$ cat src/rtl/ising_axil_bridge_pkg.sv
// Shared response codes, FSM encodings and the address-window helper for the Ising AXI4-Lite bridge.
package ising_axil_bridge_pkg;

  localparam logic [1:0] AXI_RESP_OKAY   = 2'b00;
  localparam logic [1:0] AXI_RESP_SLVERR = 2'b10;

  typedef enum logic [1:0] {
    R_IDLE = 2'd0,
    R_REQ  = 2'd1,
    R_WAIT = 2'd2,
    R_RESP = 2'd3
  } rd_state_e;

  typedef enum logic [1:0] {
    W_IDLE  = 2'd0,
    W_ISSUE = 2'd1,
    W_RESP  = 2'd2
  } wr_state_e;

  function automatic logic addr_in_window(input logic [31:0] addr,
                                          input logic [31:0] lo,
                                          input logic [31:0] hi);
    return (addr >= lo) && (addr <= hi) && (addr[1:0] == 2'b00);
  endfunction

endpackage

$ cat src/rtl/ising_axil_hold.sv
// Single-entry valid+data holding register; ready is simply "not full".
module ising_axil_hold #(
  parameter int W = 32
) (
  input  logic         clk,
  input  logic         rst_i,
  input  logic         valid_i,
  input  logic [W-1:0] data_i,
  input  logic         clr_i,
  output logic         ready_o,
  output logic         full_o,
  output logic [W-1:0] data_o
);

  logic         full_q;
  logic [W-1:0] data_q;

  // Capture once when empty; only an explicit clear empties the entry again.
  always_ff @(posedge clk) begin
    if (rst_i) begin
      full_q <= 1'b0;
      data_q <= {W{1'b0}};
    end else if (clr_i) begin
      full_q <= 1'b0;
    end else if (valid_i && !full_q) begin
      full_q <= 1'b1;
      data_q <= data_i;
    end
  end

  assign ready_o = !full_q;
  assign full_o  = full_q;
  assign data_o  = data_q;

endmodule

$ cat src/rtl/ising_axil_bridge.sv
// AXI4-Lite slave front-end for the Ising register wrapper; independent read and write FSMs.
// Optional address window checking is enabled by defining ISING_AXIL_ADDR_CHECK_EN.
module ising_axil_bridge
  import ising_axil_bridge_pkg::*;
#(
  parameter int          TIMEOUT_CYCLES = 1024,
  parameter logic [31:0] ADDR_LO        = 32'h0000_0000,
  parameter logic [31:0] ADDR_HI        = 32'h0000_0FFC
) (
  input  logic        clk,
  input  logic        axi_rst,
  input  logic        s_awvalid,
  output logic        s_awready,
  input  logic [31:0] s_awaddr,
  input  logic        s_wvalid,
  output logic        s_wready,
  input  logic [31:0] s_wdata,
  input  logic [3:0]  s_wstrb,
  output logic        s_bvalid,
  input  logic        s_bready,
  output logic [1:0]  s_bresp,
  input  logic        s_arvalid,
  output logic        s_arready,
  input  logic [31:0] s_araddr,
  output logic        s_rvalid,
  input  logic        s_rready,
  output logic [31:0] s_rdata,
  output logic [1:0]  s_rresp,
  output logic        core_arvalid,
  output logic [31:0] core_araddr,
  input  logic        core_rvalid,
  input  logic        core_rresp,
  input  logic [31:0] core_rdata,
  output logic        core_rready,
  output logic        core_wready,
  output logic [31:0] core_wr_addr,
  output logic [31:0] core_wdata
);

  localparam int            CW       = $clog2(TIMEOUT_CYCLES + 1);
  localparam logic [CW-1:0] TMO_LAST = CW'(TIMEOUT_CYCLES - 1);
  localparam logic [CW-1:0] TMO_MAX  = CW'(TIMEOUT_CYCLES);

  rd_state_e     rd_q;
  logic [CW-1:0] tmo_q;
  logic          arready_q, core_arvalid_q, core_rready_q, rvalid_q;
  logic [31:0]   araddr_q, rdata_q;
  logic [1:0]    rresp_q;

  // Read path: AR capture, one-cycle core strobe, bounded wait, R response.
  always_ff @(posedge clk) begin
    if (axi_rst) begin
      rd_q           <= R_IDLE;
      tmo_q          <= {CW{1'b0}};
      arready_q      <= 1'b1;
      core_arvalid_q <= 1'b0;
      core_rready_q  <= 1'b0;
      rvalid_q       <= 1'b0;
      araddr_q       <= 32'h0;
      rdata_q        <= 32'h0;
      rresp_q        <= AXI_RESP_OKAY;
    end else begin
      case (rd_q)
        R_IDLE: begin
          if (s_arvalid) begin
            arready_q <= 1'b0;
            araddr_q  <= s_araddr;
`ifdef ISING_AXIL_ADDR_CHECK_EN
            if (!addr_in_window(s_araddr, ADDR_LO, ADDR_HI)) begin
              rdata_q  <= 32'h0;
              rresp_q  <= AXI_RESP_SLVERR;
              rvalid_q <= 1'b1;
              rd_q     <= R_RESP;
            end else
`endif
            begin
              core_arvalid_q <= 1'b1;
              rd_q           <= R_REQ;
            end
          end
        end
        R_REQ: begin
          core_arvalid_q <= 1'b0;
          core_rready_q  <= 1'b1;
          tmo_q          <= {CW{1'b0}};
          rd_q           <= R_WAIT;
        end
        R_WAIT: begin
          // A late answer in the final wait cycle still wins over the timeout.
          if (core_rvalid) begin
            core_rready_q <= 1'b0;
            rdata_q       <= core_rdata;
            rresp_q       <= {core_rresp, 1'b0};
            rvalid_q      <= 1'b1;
            rd_q          <= R_RESP;
          end else if (tmo_q >= TMO_LAST) begin
            core_rready_q <= 1'b0;
            rdata_q       <= 32'h0;
            rresp_q       <= AXI_RESP_SLVERR;
            rvalid_q      <= 1'b1;
            rd_q          <= R_RESP;
          end else if (tmo_q != TMO_MAX) begin
            tmo_q <= tmo_q + CW'(1);
          end
        end
        R_RESP: begin
          if (s_rready) begin
            rvalid_q  <= 1'b0;
            arready_q <= 1'b1;
            rd_q      <= R_IDLE;
          end
        end
        default: rd_q <= R_IDLE;
      endcase
    end
  end

  wr_state_e   wr_q;
  logic        core_wready_q, bvalid_q;
  logic [1:0]  bresp_q;
  logic        aw_full_s, w_full_s, hold_clr_s;
  logic [31:0] aw_addr_s, w_data_s;

  assign hold_clr_s = (wr_q == W_RESP) && s_bready;

  ising_axil_hold #(.W(32)) u_aw_hold (
    .clk(clk), .rst_i(axi_rst), .valid_i(s_awvalid), .data_i(s_awaddr), .clr_i(hold_clr_s),
    .ready_o(s_awready), .full_o(aw_full_s), .data_o(aw_addr_s)
  );

  ising_axil_hold #(.W(32)) u_w_hold (
    .clk(clk), .rst_i(axi_rst), .valid_i(s_wvalid), .data_i(s_wdata), .clr_i(hold_clr_s),
    .ready_o(s_wready), .full_o(w_full_s), .data_o(w_data_s)
  );

  // Write path: both holds full -> one core strobe -> B response; holds free only after B.
  always_ff @(posedge clk) begin
    if (axi_rst) begin
      wr_q          <= W_IDLE;
      core_wready_q <= 1'b0;
      bvalid_q      <= 1'b0;
      bresp_q       <= AXI_RESP_OKAY;
    end else begin
      case (wr_q)
        W_IDLE: begin
          if (aw_full_s && w_full_s) begin
`ifdef ISING_AXIL_ADDR_CHECK_EN
            if (!addr_in_window(aw_addr_s, ADDR_LO, ADDR_HI)) begin
              bvalid_q <= 1'b1;
              bresp_q  <= AXI_RESP_SLVERR;
              wr_q     <= W_RESP;
            end else
`endif
            begin
              core_wready_q <= 1'b1;
              wr_q          <= W_ISSUE;
            end
          end
        end
        W_ISSUE: begin
          core_wready_q <= 1'b0;
          bvalid_q      <= 1'b1;
          bresp_q       <= AXI_RESP_OKAY;
          wr_q          <= W_RESP;
        end
        W_RESP: begin
          if (s_bready) begin
            bvalid_q <= 1'b0;
            wr_q     <= W_IDLE;
          end
        end
        default: wr_q <= W_IDLE;
      endcase
    end
  end

  assign s_arready    = arready_q;
  assign core_arvalid = core_arvalid_q;
  assign core_araddr  = araddr_q;
  assign core_rready  = core_rready_q;
  assign s_rvalid     = rvalid_q;
  assign s_rdata      = rdata_q;
  assign s_rresp      = rresp_q;
  assign core_wready  = core_wready_q;
  assign core_wr_addr = aw_addr_s;
  assign core_wdata   = w_data_s;
  assign s_bvalid     = bvalid_q;
  assign s_bresp      = bresp_q;

  // Byte strobes are deliberately ignored: every write is a full word.
  logic unused_s;
`ifdef ISING_AXIL_ADDR_CHECK_EN
  assign unused_s = ^s_wstrb;
`else
  assign unused_s = ^{s_wstrb, ADDR_LO, ADDR_HI};
`endif

endmodule

$ cat config.mk
export PLATFORM = sky130hd
export DESIGN_NAME = ising_axil_bridge
export DESIGN_NICKNAME = d
export VERILOG_FILES = /design/src/rtl/ising_axil_bridge_pkg.sv /design/src/rtl/ising_axil_hold.sv /design/src/rtl/ising_axil_bridge.sv
export SDC_FILE = /design/constraint.sdc
export NUM_CORES = 1
export LEC_CHECK = 0
export CAP_MARGIN = 5
export CORE_MARGIN = 8
export CORE_UTILIZATION = 37
export DETAILED_ROUTE_END_ITERATION = 8
export GPL_TIMING_DRIVEN = 0
export PLACE_DENSITY = 0.88
export SLEW_MARGIN = 20
export SYNTH_ARGS = -nofsm -noshare
export SYNTH_HDL_FRONTEND = slang
export SYNTH_SLANG_ARGS = --single-unit
$ cat constraint.sdc
create_clock -name clk -period 1.6 [get_ports clk]
set_clock_uncertainty 0.05 [all_clocks]
set_input_delay 0.16 -clock clk [delete_from_list [all_inputs] [get_ports clk]]
set_output_delay 0.16 -clock clk [all_outputs]
set_load 0.1 [all_outputs]
==> Word level (Yosys, flattened, before mapping) <==
Cells that the tools add are included.
{ "classes": {"reduce_logical": 29, "mux": 32, "n_eq_ne": 14, "n_addsub": 1, "n_bitwise": 1, "order_cmp": 1} }
{ "op_table": {"columns": ["cell", "count"], "rows": [
  ["$mux W32", 2],
  ["$mux W11", 3],
  ["$pmux W11 S2", 1],
  ["$reduce_and A2 Y1", 9],
  ["$mux W2", 8],
  ["$ne A2 B2 Y1 const B", 7],
  ["$reduce_bool A2 Y1", 7],
  ["$pmux W1 S2", 6],
  ["$add A11 B1 Y11 const B", 1],
  ["$ge A11 B10 Y1 const B", 1],
  ["$ne A11 B11 Y1 const B", 1],
  ["$mux W1", 10],
  ["$reduce_and A3 Y1", 3],
  ["$pmux W2 S4", 1],
  ["$eq A2 B2 Y1 const B", 3],
  ["$pmux W2 S3", 1],
  ["$eq A2 B1 Y1 const B", 2],
  ["$logic_and A1 B1 Y1", 4],
  ["$logic_not A2 Y1", 2],
  ["$reduce_and A4 Y1", 1],
  ["$ne A3 B3 Y1 const B", 1],
  ["$logic_not A1 Y1", 2],
  ["$reduce_or A2 Y1", 1],
  ["$not A1 Y1", 1]
]} }
{ "word_totals": {"input_bits": 141, "output_inout_bits": 140, "wordCells": 94, "reg_bits": 153} }

==> Longest topological paths before layout <==
Gate-level depths: netlist (run 1).
{ "logic_depth": {"ltp_word": 5, "depth_mapped": 7, "mapped_depth_nobuf": 6} }

==> By module <==
A second synthesis (run 1) with hierarchy kept.
{ "unflattened": {"hier_cells": 712, "area_unflattened_um2": 6543.8} }
{ "modules_own_cells": {"columns": ["module", "area_per_inst_um2", "seq_area_each_um2", "n_inst", "cells_each"], "rows": [
  ["ising_axil_bridge", 3533.4, 1721.7, 1, 424],
  ["ising_axil_hold", 1505.2, 660.6, 2, 144]
]} }

==> Least setup slack after synthesis (run 1) <==
No wires, ideal clock.
{ "synth_timing": {"path_kind": "reg-to-reg", "startpoint": "register u_w_hold.full_q (netlist: u_w_hold.full_o)", "endpoint": "register u_w_hold.data_q[17] (netlist: u_w_hold.data_o[17])", "path_slack_ns": -0.195, "stages_incl_launch_ff": 7, "arrival_ns": 1.674, "cell_sequence": "dfxtp_1 > inv_1 > and3_1 > clkbuf_1 > buf_2 > nand2_1 > a21oi_1"} }
{ "synth_via": {"elab_chain_cells": 3} }
{ "synth_lines": {"columns": ["element", "line", "text"], "rows": [
  ["start: declaration", "ising_axil_hold.sv:15", "logic full_q;"],
  ["start signal: assignment", "ising_axil_hold.sv:21", "full_q <= 1'b0;"],
  ["start signal: assignment", "ising_axil_hold.sv:24", "full_q <= 1'b0;"],
  ["start signal: assignment", "ising_axil_hold.sv:26", "full_q <= 1'b1;"],
  ["$logic_not A1 Y1", null, null],
  ["named net s_wready", "ising_axil_bridge.sv:16", "output logic s_wready,"],
  ["$logic_and A1 B1 Y1", "ising_axil_hold.sv:25", "end else if (valid_i && !full_q) begin"],
  ["$reduce_and A2 Y1 (no source line)", null, null],
  ["end signal: assignment", "ising_axil_hold.sv:22", "data_q <= {W{1'b0}};"],
  ["end signal: assignment", "ising_axil_hold.sv:27", "data_q <= data_i;"],
  ["end: declaration", "ising_axil_hold.sv:16", "logic [W-1:0] data_q;"]
]} }
The timed path passes the listed nets, and every way through them passes these cells.
A chain may end at the register's enable or synchronous reset.

==> Final worst setup path (run 1) <==
{ "layout_timing": {"startpoint": "register tmo_q[1]", "endpoint": "register rdata_q[23] (netlist: s_rdata[23])"} }
{ "layout_via": {"elab_chain_cells": 3} }
{ "layout_lines": {"columns": ["element", "line", "text"], "rows": [
  ["start: declaration", "ising_axil_bridge.sv:45", "logic [CW-1:0] tmo_q;"],
  ["start signal: assignment", "ising_axil_bridge.sv:54", "tmo_q <= {CW{1'b0}};"],
  ["start signal: assignment", "ising_axil_bridge.sv:85", "tmo_q <= {CW{1'b0}};"],
  ["start signal: assignment", "ising_axil_bridge.sv:103", "tmo_q <= tmo_q + CW'(1);"],
  ["$ge A11 B10 Y1", "ising_axil_bridge.sv:96", "end else if (tmo_q >= TMO_LAST) begin"],
  ["$reduce_bool A2 Y1 (no source line)", null, null],
  ["$reduce_and A2 Y1 (no source line)", null, null],
  ["end signal: assignment", "ising_axil_bridge.sv:92", "rdata_q <= core_rdata;"],
  ["end: declaration", "ising_axil_bridge.sv:47", "logic [31:0] araddr_q, rdata_q;"]
]} }
Every way passes these cells.

==> metrics.md, run 1 <==
| Metric | Value |
|---|---|
| Die ar. | `0.0200 mm2` |
| Synth Register Bits | `152` |
| Routability cong. | `0.879` |
| WL final | `20900 um` |
| DPL Wire Length | `15300 um` |
| Crit Path Max Fanout | `7` |
| Nets | `1158` |
| First-pass iteration count of the detailed router | `5` |
| Wire length on met2 | `10400 um` |
| Final setup viols | `39` |
| Critical path capture point type | `flop` |
| Largest net degree at the start of global routing | `17` |
| Area grow syn2layout | `69.9%` |
| Clock slew at reported path FFs | `0.06 ns` |
| Fmax | `0.567 GHz` |
| Gate Count Post-Synth | `712` |
| Share of cells above drive strength 1 | `0.272` |
| Num CTS Buffers | `17` |
| Power Total | `13.0 mW` |
| Die Span Y | `141 um` |
| Top cells by area, synth | `dfxtp_1 (52%), nand2_1 (13%), a21oi_1 (12%)` |
| Final setup TNS | `-2.74 ns` |
| Drt wl/cell | `16.9 um` |
| Relative slew margins | `0.513` |
| Failing checks | `setup timing` |
| Clock Sinks | `152` |
| Crit path time final | `1.76 ns` |
| Core area | `0.0156 mm2` |
| Starting density of the core | `0.373` |
| Count leader, synth | `nand2_1` |
| Row count | `46` |
| YS warnings | `0` |
| Grt ovf | `0` |
| WHS | `0.0818 ns` |
| Routed Antenna Nets | `0` |
| EDFF count, synth | `0` |
| I/O Buffers | `271` |
| Register area share after synthesis | `0.523` |
| Lkg Pwr | `3.58 nW` |
| Pre-CTS WS | `-0.360 ns` |
| Critical path class | `reg -> reg` |
| Top Ports | `281` |
| Initial antenna violation count | `0` |
| Final Hold Viols | `0` |
| Mapped Area | `0.00581 mm2` |
| Power per standard cell area | `1320 mW/mm2` |
| Dominant synthesized flop cell | `dfxtp_1` |
| CP Data Arrival Time | `1.98 ns` |
| Number of global-route vias before repair | `6199` |
| # diodes | `0` |
| Fin crit share | `1.10` |
| RSZ-0062 raised after global routing | `true` |
| Met3 wire length | `2090 um` |
| Final Slew Violations | `0` |
| Clock Tree Root | `clkbuf_16` |
| Clk_lat worst skew | `0.41 ns` |
| Status | `finished, violations left` |
| Post-route setup slack | `-0.164 ns` |
| Via density | `4.92` |
| Dpl cells | `1201` |
| Commonest cells in the netlist | `nand2_1 (202), dfxtp_1 (152), a21oi_1 (141)` |
| Worst vdd rail ir drop | `0.853 mV` |
| First-pass GRT wire length | `32200 um` |
| Clock buffer depth | `2` |
| Chip width | `141 um` |
| Post-synth top area share | `0.523` |
| DR iter-0 viols | `212` |
| Post-route insts no fill | `1239` |
| Total Routing Usage GR | `0.204` |
| WL met1 | `7820 um` |
| Required time of the worst setup path | `1.82 ns` |
| FFs w/ async S/R, synth | `0` |
| DR top layer | `met4` |
| Number of maximum-capacitance violations | `0` |
| Min-delay worst type | `in -> reg` |
| Dominant cell type by area after synthesis | `dfxtp_1` |
| Worst Tran Pin Value | `0.731 ns` |
| Vias | `6092` |
| DRC viols | `0` |
| H-tree Lvls | `4` |
| Synthesized area per cell | `8.17 um2` |
| TritonCTS clock tree | `built` |
| Worst Setup Start Kind | `flop` |
| Unique masters post-synth | `47` |
==> path summary, 6_finish.rpt <==
kind / endpoint / slack [ns] / start / cells after the start
setup / recovery: s_rdata[23] / -0.16 / tmo_q[1] / 7
hold reg to reg: core_araddr[31] / 0.40 / core_araddr[31] / 2
hold / removal: s_rdata[31] / 0.08 / core_rvalid / 3
setup reg to reg: s_rdata[23] / -0.16 / tmo_q[1] / 7
==> worst max-delay path, stage by stage, from the launching register on <==
cell and delay [ns]:
dfxtp_4 0.37, ha_4 0.14, a21oi_2 0.04, o41a_4 0.53
buf_12 0.16, buf_8 0.13, o21ai_2 0.12, a21oi_1 0.08
==> power breakdown <==
part / internal [mW] / total (mW) / switching [mW]
logic: 1.29 / 4.93 / 3.64
clock network: 2.16 / 3.73 / 1.58
registers: 4.15 / 4.35 / 0.204
==> per-layer routing <==
metal | up-vias | GRT usage
met3 | 40 | 0.0830
met1 | 2830 | 0.209
met4 | 0 | 0.0837
met5 | - | 0
li1 | 2984 | -
met2 | 238 | 0.362
==> state kept, by name, summed over array words and instances (netlist names) <==
| name | count |
|---|---|
| s_rvalid | 1 |
| u_w_hold.full_o | 1 |
| s_rresp | 1 |
| u_w_hold.data_o | 32 |
| s_rdata | 32 |
| core_araddr | 32 |
| wr_q | 2 |
| u_aw_hold.full_o | 1 |
| u_aw_hold.data_o | 32 |
| core_rready | 1 |
| rd_q | 2 |
| core_wready | 1 |
| s_bvalid | 1 |
| core_arvalid | 1 |
| s_arready | 1 |
| tmo_q | 11 |
==> area by class of cell <==
| type | count | area, um2 |
|---|---|---|
| Buffer | 56 | 370 |
| Timing Repair Buffer | 280 | 2970 |
| Sequential cell | 152 | 3060 |
| Clock inverter | 8 | 65.1 |
| Fill cell | 1256 | 5720 |
| Inverter | 8 | 41.3 |
| Tap cell | 216 | 270 |
| Clock buffer | 23 | 488 |
| Multi-Input combinational cell | 496 | 2610 |
==> what timing repair did <==
item,in CTS,in global routing
hold buffers,0,0
pin swaps,5,7
buffers inserted,7,0
hold endpoints to repair,0,0
gates cloned,2,0
gates resized for setup,462,40
setup endpoints to repair,218,108
==> stage by stage <==
step	cell area, um2	util
after floorplan	5930	-
after global placement	8910	0.572
after detailed placement	8910	0.572
after CTS	9860	0.632
after global routing	9880	0.633
final	9880	0.633
==> cells in the final DEF, fill, tap and decap left out, drive strengths merged, types with 2 or more instances in the layout <==
| cell type | instances |
|---|---|
| a21oi | 141 |
| a31o | 3 |
| a31oi | 6 |
| and2 | 2 |
| and3 | 7 |
| buf | 34 |
| clkbuf | 58 |
| clkdlybuf4s15 | 125 |
| clkdlybuf4s18 | 7 |
| clkdlybuf4s50 | 134 |
| clkinv | 5 |
| clkinvlp | 4 |
| conb | 3 |
| dfxtp | 152 |
| ha | 6 |
| inv | 7 |
| nand2 | 202 |
| nand2b | 6 |
| nand3 | 41 |
| nand3b | 4 |
| nand4 | 2 |
| nor2 | 10 |
| nor2b | 3 |
| nor3b | 4 |
| o21a | 6 |
| o21ai | 32 |
==> logic make-up (layout without fill, tap and decap cells) <==
group | after synthesis | count (layout) | share of synthesized area
adders and majority gates | 6 | 6 | 0.0129
buffers and inverters | 66 | 375 | 0.0516
AOI/OAI and AO/OA | 197 | 197 | 0.192
DFF | 152 | 152 | 0.523
other | 1 | 3 | 0.000645
muxes | 2 | 2 | 0.00366
and+or+nand+nor | 288 | 288 | 0.216
(Power assumes the default switching activity.)
==> run 2: changes to the inputs <==
--- a/config.mk
+++ b/config.mk
@@ -12,3 +12,4 @@
 export GPL_TIMING_DRIVEN = 0
-export PLACE_DENSITY = 0.88
+export PLACE_DENSITY = 0.77
+export RECOVER_POWER = 100
 export SLEW_MARGIN = 20
==> constraint.sdc (replaced) <==
create_clock -name clk -period 1.6 [get_ports clk]
set_clock_uncertainty 0.05 [all_clocks]
set_input_delay 0.32 -clock clk [delete_from_list [all_inputs] [get_ports clk]]
set_output_delay 0.32 -clock clk [all_outputs]
set_load 0.1 [all_outputs]
==> metrics.md, run 2 (synthesized netlist as in run 1, its figures left out) <==
| Metric | Value |
|---|---|
| Status | `finished, violations left (unchanged)` |
| Failing checks | `setup timing (unchanged)` |
| Clk_lat worst skew | `0.42 ns (was 0.41 ns)` |
| Final setup TNS | `-0.399 ns (was -2.74 ns)` |
| Die Span Y | `141 um (unchanged)` |
| Area grow syn2layout | `61.2% (was 69.9%)` |
| Hold path cells | `3 (unchanged)` |
| Int Pwr | `7.96 mW (was 7.59 mW)` |
| Clock buffer depth | `2 (unchanged)` |
| Clock slew at reported path FFs | `0.06 ns (about the same)` |
| I/O Buffers | `271 (unchanged)` |
| Logic gate share of total power | `0.354 (was 0.379)` |
| Post-route insts no fill | `1241 (was 1239)` |
| First-pass iteration count of the detailed router | `4 (was 5)` |
| Via density | `4.81 (was 4.92)` |
| Share of cells above drive strength 1 | `0.278 (was 0.272)` |
| Die ar. | `0.0200 mm2 (unchanged)` |
| Largest net degree at the start of global routing | `17 (unchanged)` |
| # diodes | `0 (unchanged)` |
| Worst Tran Pin Value | `0.586 ns (was 0.731 ns)` |
| Routability cong. | `0.831 (was 0.879)` |
| Crit path time final | `1.63 ns (was 1.76 ns)` |
| Num CTS Buffers | `17 (unchanged)` |
| Min-delay worst type | `in -> reg (unchanged)` |
| First-pass GRT wire length | `30600 um (was 32200 um)` |
| Routed Antenna Nets | `0 (unchanged)` |
| DPL Wire Length | `15000 um (was 15300 um)` |
| Pre-CTS WS | `-0.436 ns (was -0.360 ns)` |
| Top Ports | `281 (unchanged)` |
| Final Slew Violations | `0 (unchanged)` |
| Max incr delay on CP | `0.58 ns (was 0.53 ns)` |
| H-tree Lvls | `4 (unchanged)` |
| Fmax | `0.612 GHz (was 0.567 GHz)` |
| Clock Tree Root | `clkbuf_16 (unchanged)` |
| Required time of the worst setup path | `1.85 ns (was 1.82 ns)` |
| Flop pwr share | `0.322 (was 0.334)` |
| Clock Sinks | `152 (unchanged)` |
| CP Data Arrival Time | `1.88 ns (was 1.98 ns)` |
| Crit path max-delay family | `compound AO/OA/AOI/OAI gates (unchanged)` |
| Row count | `46 (unchanged)` |
| CP bufs+invs | `1 (was 2)` |
| Grt ovf | `0 (unchanged)` |
| DRC viols | `0 (unchanged)` |
| Number of global-route vias before repair | `5708 (was 6199)` |
| Register-to-Register Path Depth | `5 (was 7)` |
| Power per standard cell area | `1440 mW/mm2 (was 1320 mW/mm2)` |
| Lkg Pwr | `3.79 nW (was 3.58 nW)` |
| NetSw | `5.53 mW (was 5.42 mW)` |
| Most frequent cells in the layout | `nand2_1 (200), dfxtp_1 (139), a21oi_1 (137), clkdlybuf4s50_1 (134), clkbuf_4 (73) (was nand2_1 (200), dfxtp_1 (140), a21oi_1 (137), clkdlybuf4s50_1 (134), clkdlybuf4s15_2 (125))` |
| DR iter-0 viols | `231 (was 212)` |
| Chip width | `141 um (unchanged)` |
| Initial antenna violation count | `0 (unchanged)` |
| Relative slew margins | `0.609 (was 0.513)` |
| TritonCTS clock tree | `built (unchanged)` |
| Vias | `5968 (was 6092)` |
| Worst Setup Start Kind | `flop (unchanged)` |
| Critical path class | `reg -> reg (unchanged)` |
| Most common cell after layout, fill and taps aside | `nand2_1 (unchanged)` |
| Final Hold Viols | `0 (unchanged)` |
| Starting density of the core | `0.373 (unchanged)` |
| Worst path depth | `5 (was 7)` |
| WL final | `20200 um (was 20900 um)` |
| Total Routing Usage GR | `0.193 (was 0.204)` |
| Number of maximum-capacitance violations | `0 (unchanged)` |
| CP Cell Sequence | `nand3_4, o41a_4, clkbuf_16, o21ai_2, a21oi_1 (was ha_4, a21oi_2, o41a_4, buf_12, buf_8, o21ai_2, a21oi_1)` |
| Worst vdd rail ir drop | `0.905 mV (was 0.853 mV)` |
| Critical path capture point type | `flop (unchanged)` |
| Dpl cells | `1201 (unchanged)` |
| Final setup viols | `23 (was 39)` |
| Switching share of power | `0.410 (was 0.417)` |
| Quantity of hold-fixing buffers added after cts | `0 (unchanged)` |
| Nets | `1159 (was 1158)` |
| Fin crit share | `1.02 (was 1.10)` |
| RSZ-0062 raised after global routing | `true (unchanged)` |
| Core area | `0.0156 mm2 (unchanged)` |
| Worst path slowest cell | `o41a_4 (unchanged)` |
| Crit Path Max Fanout | `6 (was 7)` |
| Post-route setup slack | `-0.0331 ns (was -0.164 ns)` |
| Drt wl/cell | `16.3 um (was 16.9 um)` |
| Clk pwr share | `0.324 (was 0.287)` |
[run 2: changes by cell type in the layout (fill, tap and decap cells not counted), moves of 6 or more]
cell,previous run,this run
clkbuf_4,4,73
buf_2,11,70
clkdlybuf4s18_2,7,0
clkdlybuf4s15_2,125,0
clkbuf_2,11,17
clkbuf_8,7,0
[run 2: repair_timing]
action	CTS	global route
setup buffers	0	5
setup endpoints to repair	217	172
resized for setup	732	125
pin swaps	1	14
cloned	0	5
[run 2: worst paths after layout]
check | start | end | slack, ns
max | tmo_q[5] | s_rdata[16] | -0.03
min | core_rvalid | s_rdata[31] | 0.24
max reg2reg | tmo_q[5] | s_rdata[16] | -0.03
min reg2reg | core_araddr[27] | core_araddr[27] | 0.40
[run 2: final cells by class]
type,instances,area [um2]
Clock inverter,14,210
Tap cell,216,270
Sequential cell,152,3080
Buffer,56,338
Clock buffer,18,429
Fill cell,1405,6220
Timing Repair Buffer,280,2330
Multi-Input combinational cell,497,2690
Inverter,8,35.0
[run 2: stage by stage]
stage / hold slack [ns] / instance area [um2] / power [mW] / utilization
floorplan: 0.380 / 5940 / 7.92 / -
global placement: 0.391 / 8920 / 9.26 / 0.572
detailed placement: 0.395 / 8920 / 9.29 / 0.572
CTS: 0.201 / 8970 / 13.4 / 0.575
global route: 0.226 / 9370 / 14.0 / 0.601
finish: 0.235 / 9370 / 13.5 / 0.601
[run 2: power groups by stage]
stage                     combinational (mW)  sequential [mW]  clock (mW)
after floorplan                         1.16             6.75           0
after global placement                  4.85             4.41           0
after detailed placement                4.86             4.43           0
after CTS                               4.62             4.33        4.46
after global routing                    5.03             4.38        4.62
final                                   4.78             4.34        4.37
[run 2: routing by layer]
layer,wire [um],global-route usage
met5,0,0
met4,218,0.0730
met3,1950,0.0806
met2,9930,0.322
met1,8080,0.216
[run 2: worst reg2reg max path: stages (launching register included)]
cell and delay [ns]:
dfxtp_4 0.38, nand3_4 0.11, o41a_4 0.58, clkbuf_16 0.20
o21ai_2 0.11, a21oi_1 0.07
==> run 3: changes to the inputs <==
PLACE_DENSITY = 0.83   (was 0.77)
==> metrics.md, run 3 (synthesized netlist as in run 1, its figures left out) <==
| Metric | Value |
|---|---|
| Status | `finished, violations left (unchanged)` |
| Failing checks | `setup timing (unchanged)` |
| H-tree Lvls | `4 (unchanged)` |
| Fmax | `0.605 GHz (was 0.612 GHz)` |
| First-pass GRT wire length | `31200 um (was 30600 um)` |
| Final Hold Viols | `0 (unchanged)` |
| Chip width | `141 um (unchanged)` |
| Nets | `1163 (was 1159)` |
| Number of maximum-capacitance violations | `0 (unchanged)` |
| CP bufs+invs | `3 (was 1)` |
| Power per standard cell area | `1430 mW/mm2 (was 1440 mW/mm2)` |
| Crit path max-delay family | `compound AO/OA/AOI/OAI gates (unchanged)` |
| Min-delay worst type | `in -> reg (unchanged)` |
| I/O Buffers | `271 (unchanged)` |
| Total Routing Usage GR | `0.196 (was 0.193)` |
| Critical path class | `reg -> reg (unchanged)` |
| Grt ovf | `0 (unchanged)` |
| Area grow syn2layout | `61.4% (was 61.2%)` |
| WL final | `20800 um (was 20200 um)` |
| Layout fillers | `1430 (was 1405)` |
| R2R Setup Slk | `-0.05 ns (was -0.03 ns)` |
| Critical path capture point type | `flop (unchanged)` |
| RSZ-0062 raised after global routing | `true (unchanged)` |
| Worst Tran Pin Value | `0.564 ns (was 0.586 ns)` |
| Required time of the worst setup path | `1.89 ns (was 1.85 ns)` |
| Most common cell after layout, fill and taps aside | `nand2_1 (unchanged)` |
| DRC viols | `0 (unchanged)` |
| Crit path launch | `rd_q[0] (was tmo_q[5])` |
| CP Cell Sequence | `inv_4, ha_4, nor3b_4, o41ai_2, buf_4, buf_8, a21o_1, a21oi_2 (was nand3_4, o41a_4, clkbuf_16, o21ai_2, a21oi_1)` |
| Starting density of the core | `0.373 (unchanged)` |
| Register area | `0.00308 mm2 (about the same)` |
| Share of cells above drive strength 1 | `0.285 (was 0.278)` |
| DR iter-0 viols | `260 (was 231)` |
| Quantity of hold-fixing buffers added after cts | `0 (unchanged)` |
| Via density | `4.90 (was 4.81)` |
| Crit path time final | `1.65 ns (was 1.63 ns)` |
| Core area | `0.0156 mm2 (unchanged)` |
| Relative slew margins | `0.624 (was 0.609)` |
| # diodes | `0 (unchanged)` |
| DPL Wire Length | `15300 um (was 15000 um)` |
| Worst Hold Launch | `core_rvalid (unchanged)` |
| Clock Tree Root | `clkbuf_16 (unchanged)` |
| Most frequent cells in the layout | `nand2_1 (200), dfxtp_1 (139), clkdlybuf4s50_1 (134), a21oi_1 (133), buf_2 (98) (was nand2_1 (200), dfxtp_1 (139), a21oi_1 (137), clkdlybuf4s50_1 (134), clkbuf_4 (73))` |
| Final setup viols | `23 (unchanged)` |
| Clk_lat worst skew | `0.41 ns (was 0.42 ns)` |
| Area of the multi-input gates | `0.00270 mm2 (was 0.00269 mm2)` |
| Worst Hold Path EP | `s_rdata[31] (unchanged)` |
| Worst vdd rail ir drop | `0.883 mV (was 0.905 mV)` |
| Post-DP Area | `0.00892 mm2 (unchanged)` |
| Worst Setup Start Kind | `flop (unchanged)` |
| Worst reg2reg endpoint | `tmo_q[4] (was s_rdata[16])` |
| Final non-filler cell area | `0.00938 mm2 (was 0.00937 mm2)` |
| Post-route setup slack | `-0.0527 ns (was -0.0331 ns)` |
| Num CTS Buffers | `17 (unchanged)` |
| Worst path slowest cell | `dfxtp_4 (was o41a_4)` |
| Clock buffer depth | `2 (unchanged)` |
| TritonCTS clock tree | `built (unchanged)` |
| Die ar. | `0.0200 mm2 (unchanged)` |
| Drt wl/cell | `16.7 um (was 16.3 um)` |
| Hold path cells | `3 (unchanged)` |
| Max incr delay on CP | `0.35 ns (was 0.58 ns)` |
| Clock slew at reported path FFs | `0.06 ns (about the same)` |
| Routed Antenna Nets | `0 (unchanged)` |
| Lkg Pwr | `3.83 nW (was 3.79 nW)` |
| Critical R2R Launch | `rd_q[0] (was tmo_q[5])` |
| Routability cong. | `0.837 (was 0.831)` |
| CP Data Arrival Time | `1.94 ns (was 1.88 ns)` |
| Register-to-Register Path Depth | `8 (was 5)` |
| Vias | `6104 (was 5968)` |
| Fin crit share | `1.03 (was 1.02)` |
| Initial antenna violation count | `0 (unchanged)` |
| Number of global-route vias before repair | `5889 (was 5708)` |
| Crit Path Max Fanout | `5 (was 6)` |
| Finished Core Util | `0.602 (was 0.601)` |
| Clock Sinks | `152 (unchanged)` |
| Pre-CTS WS | `-0.482 ns (was -0.436 ns)` |
| Top Ports | `281 (unchanged)` |
| Largest net degree at the start of global routing | `17 (unchanged)` |
| Final Slew Violations | `0 (unchanged)` |
| First-pass iteration count of the detailed router | `5 (was 4)` |
| Row count | `46 (unchanged)` |
| Die Span Y | `141 um (unchanged)` |
## run 3: changes by cell type in the layout (fill, tap and decap cells not counted), sizes merged
cell,delta
clkinv,+1
clkbuf,-32
inv,-5
buf,+40
## run 3: worst max path at each step
stage | endpoint | slack, ns | cells after the start
floorplan | u_aw_hold.data_o[10] | -0.07 | 6
global placement | u_w_hold.data_o[31] | -0.49 | 4
detailed placement | s_rdata[2] | -0.48 | 4
CTS | core_araddr[26] | -0.05 | 6
global route | tmo_q[4] | -0.12 | 8
finish | tmo_q[4] | -0.05 | 8
## run 3: metrics by stage
| step | power [mW] | hold slack (ns) | setup TNS, ns | cells |
|---|---|---|---|---|
| detailed placement | 9.29 | 0.396 | -81.76 | 1201 |
| finish | 13.4 | 0.232 | -0.286 | 1245 |
| global route | 14.0 | 0.239 | -2.31 | 1245 |
| floorplan | 7.92 | 0.380 | -4.12 | 714 |
| global placement | 9.24 | 0.391 | -81.29 | 1201 |
| CTS | 13.3 | 0.204 | -0.721 | 1236 |
## run 3: area by class of cell
class / count / area share
well taps: 216 / 0.0288
repair buffers: 284 / 0.245
clock inverters: 10 / 0.0177
multi-input cells: 497 / 0.287
flip-flops and latches: 152 / 0.328
inverters: 8 / 0.00427
clock buffers: 22 / 0.0484
plain buffers: 56 / 0.0409
## run 3: where the power goes
group | leakage, nW | internal, mW | switching (mW) | total (mW)
sequential | 1.25 | 4.14 | 0.204 | 4.35
clock | 0.295 | 2.67 | 1.56 | 4.22
combinational | 2.28 | 1.20 | 3.67 | 4.86
## run 3: metal layers
layer  up-vias  GRT usage  wire (um)
li1       3003          -          -
met1      2851      0.213       8010
met2       230      0.339      10400
met3        20     0.0753       1990
met4         0     0.0786        352
met5         -          0          0
## run 3: timing repair
item | in CTS | in global routing
setup buffers | 5 | 5
gates resized for setup | 739 | 92
endpoints found under the hold margin | 0 | 0
pin swaps | 3 | 11
setup endpoints to repair | 229 | 133
gates cloned | 0 | 4
## run 3: worst reg2reg max path, stage by stage (launching register included)
cell and delay (ns):
dfxtp_4 0.35, inv_4 0.06, ha_4 0.15, nor3b_4 0.26, o41ai_2 0.13, buf_4 0.18, buf_8 0.14, a21o_1 0.16
a21oi_2 0.11
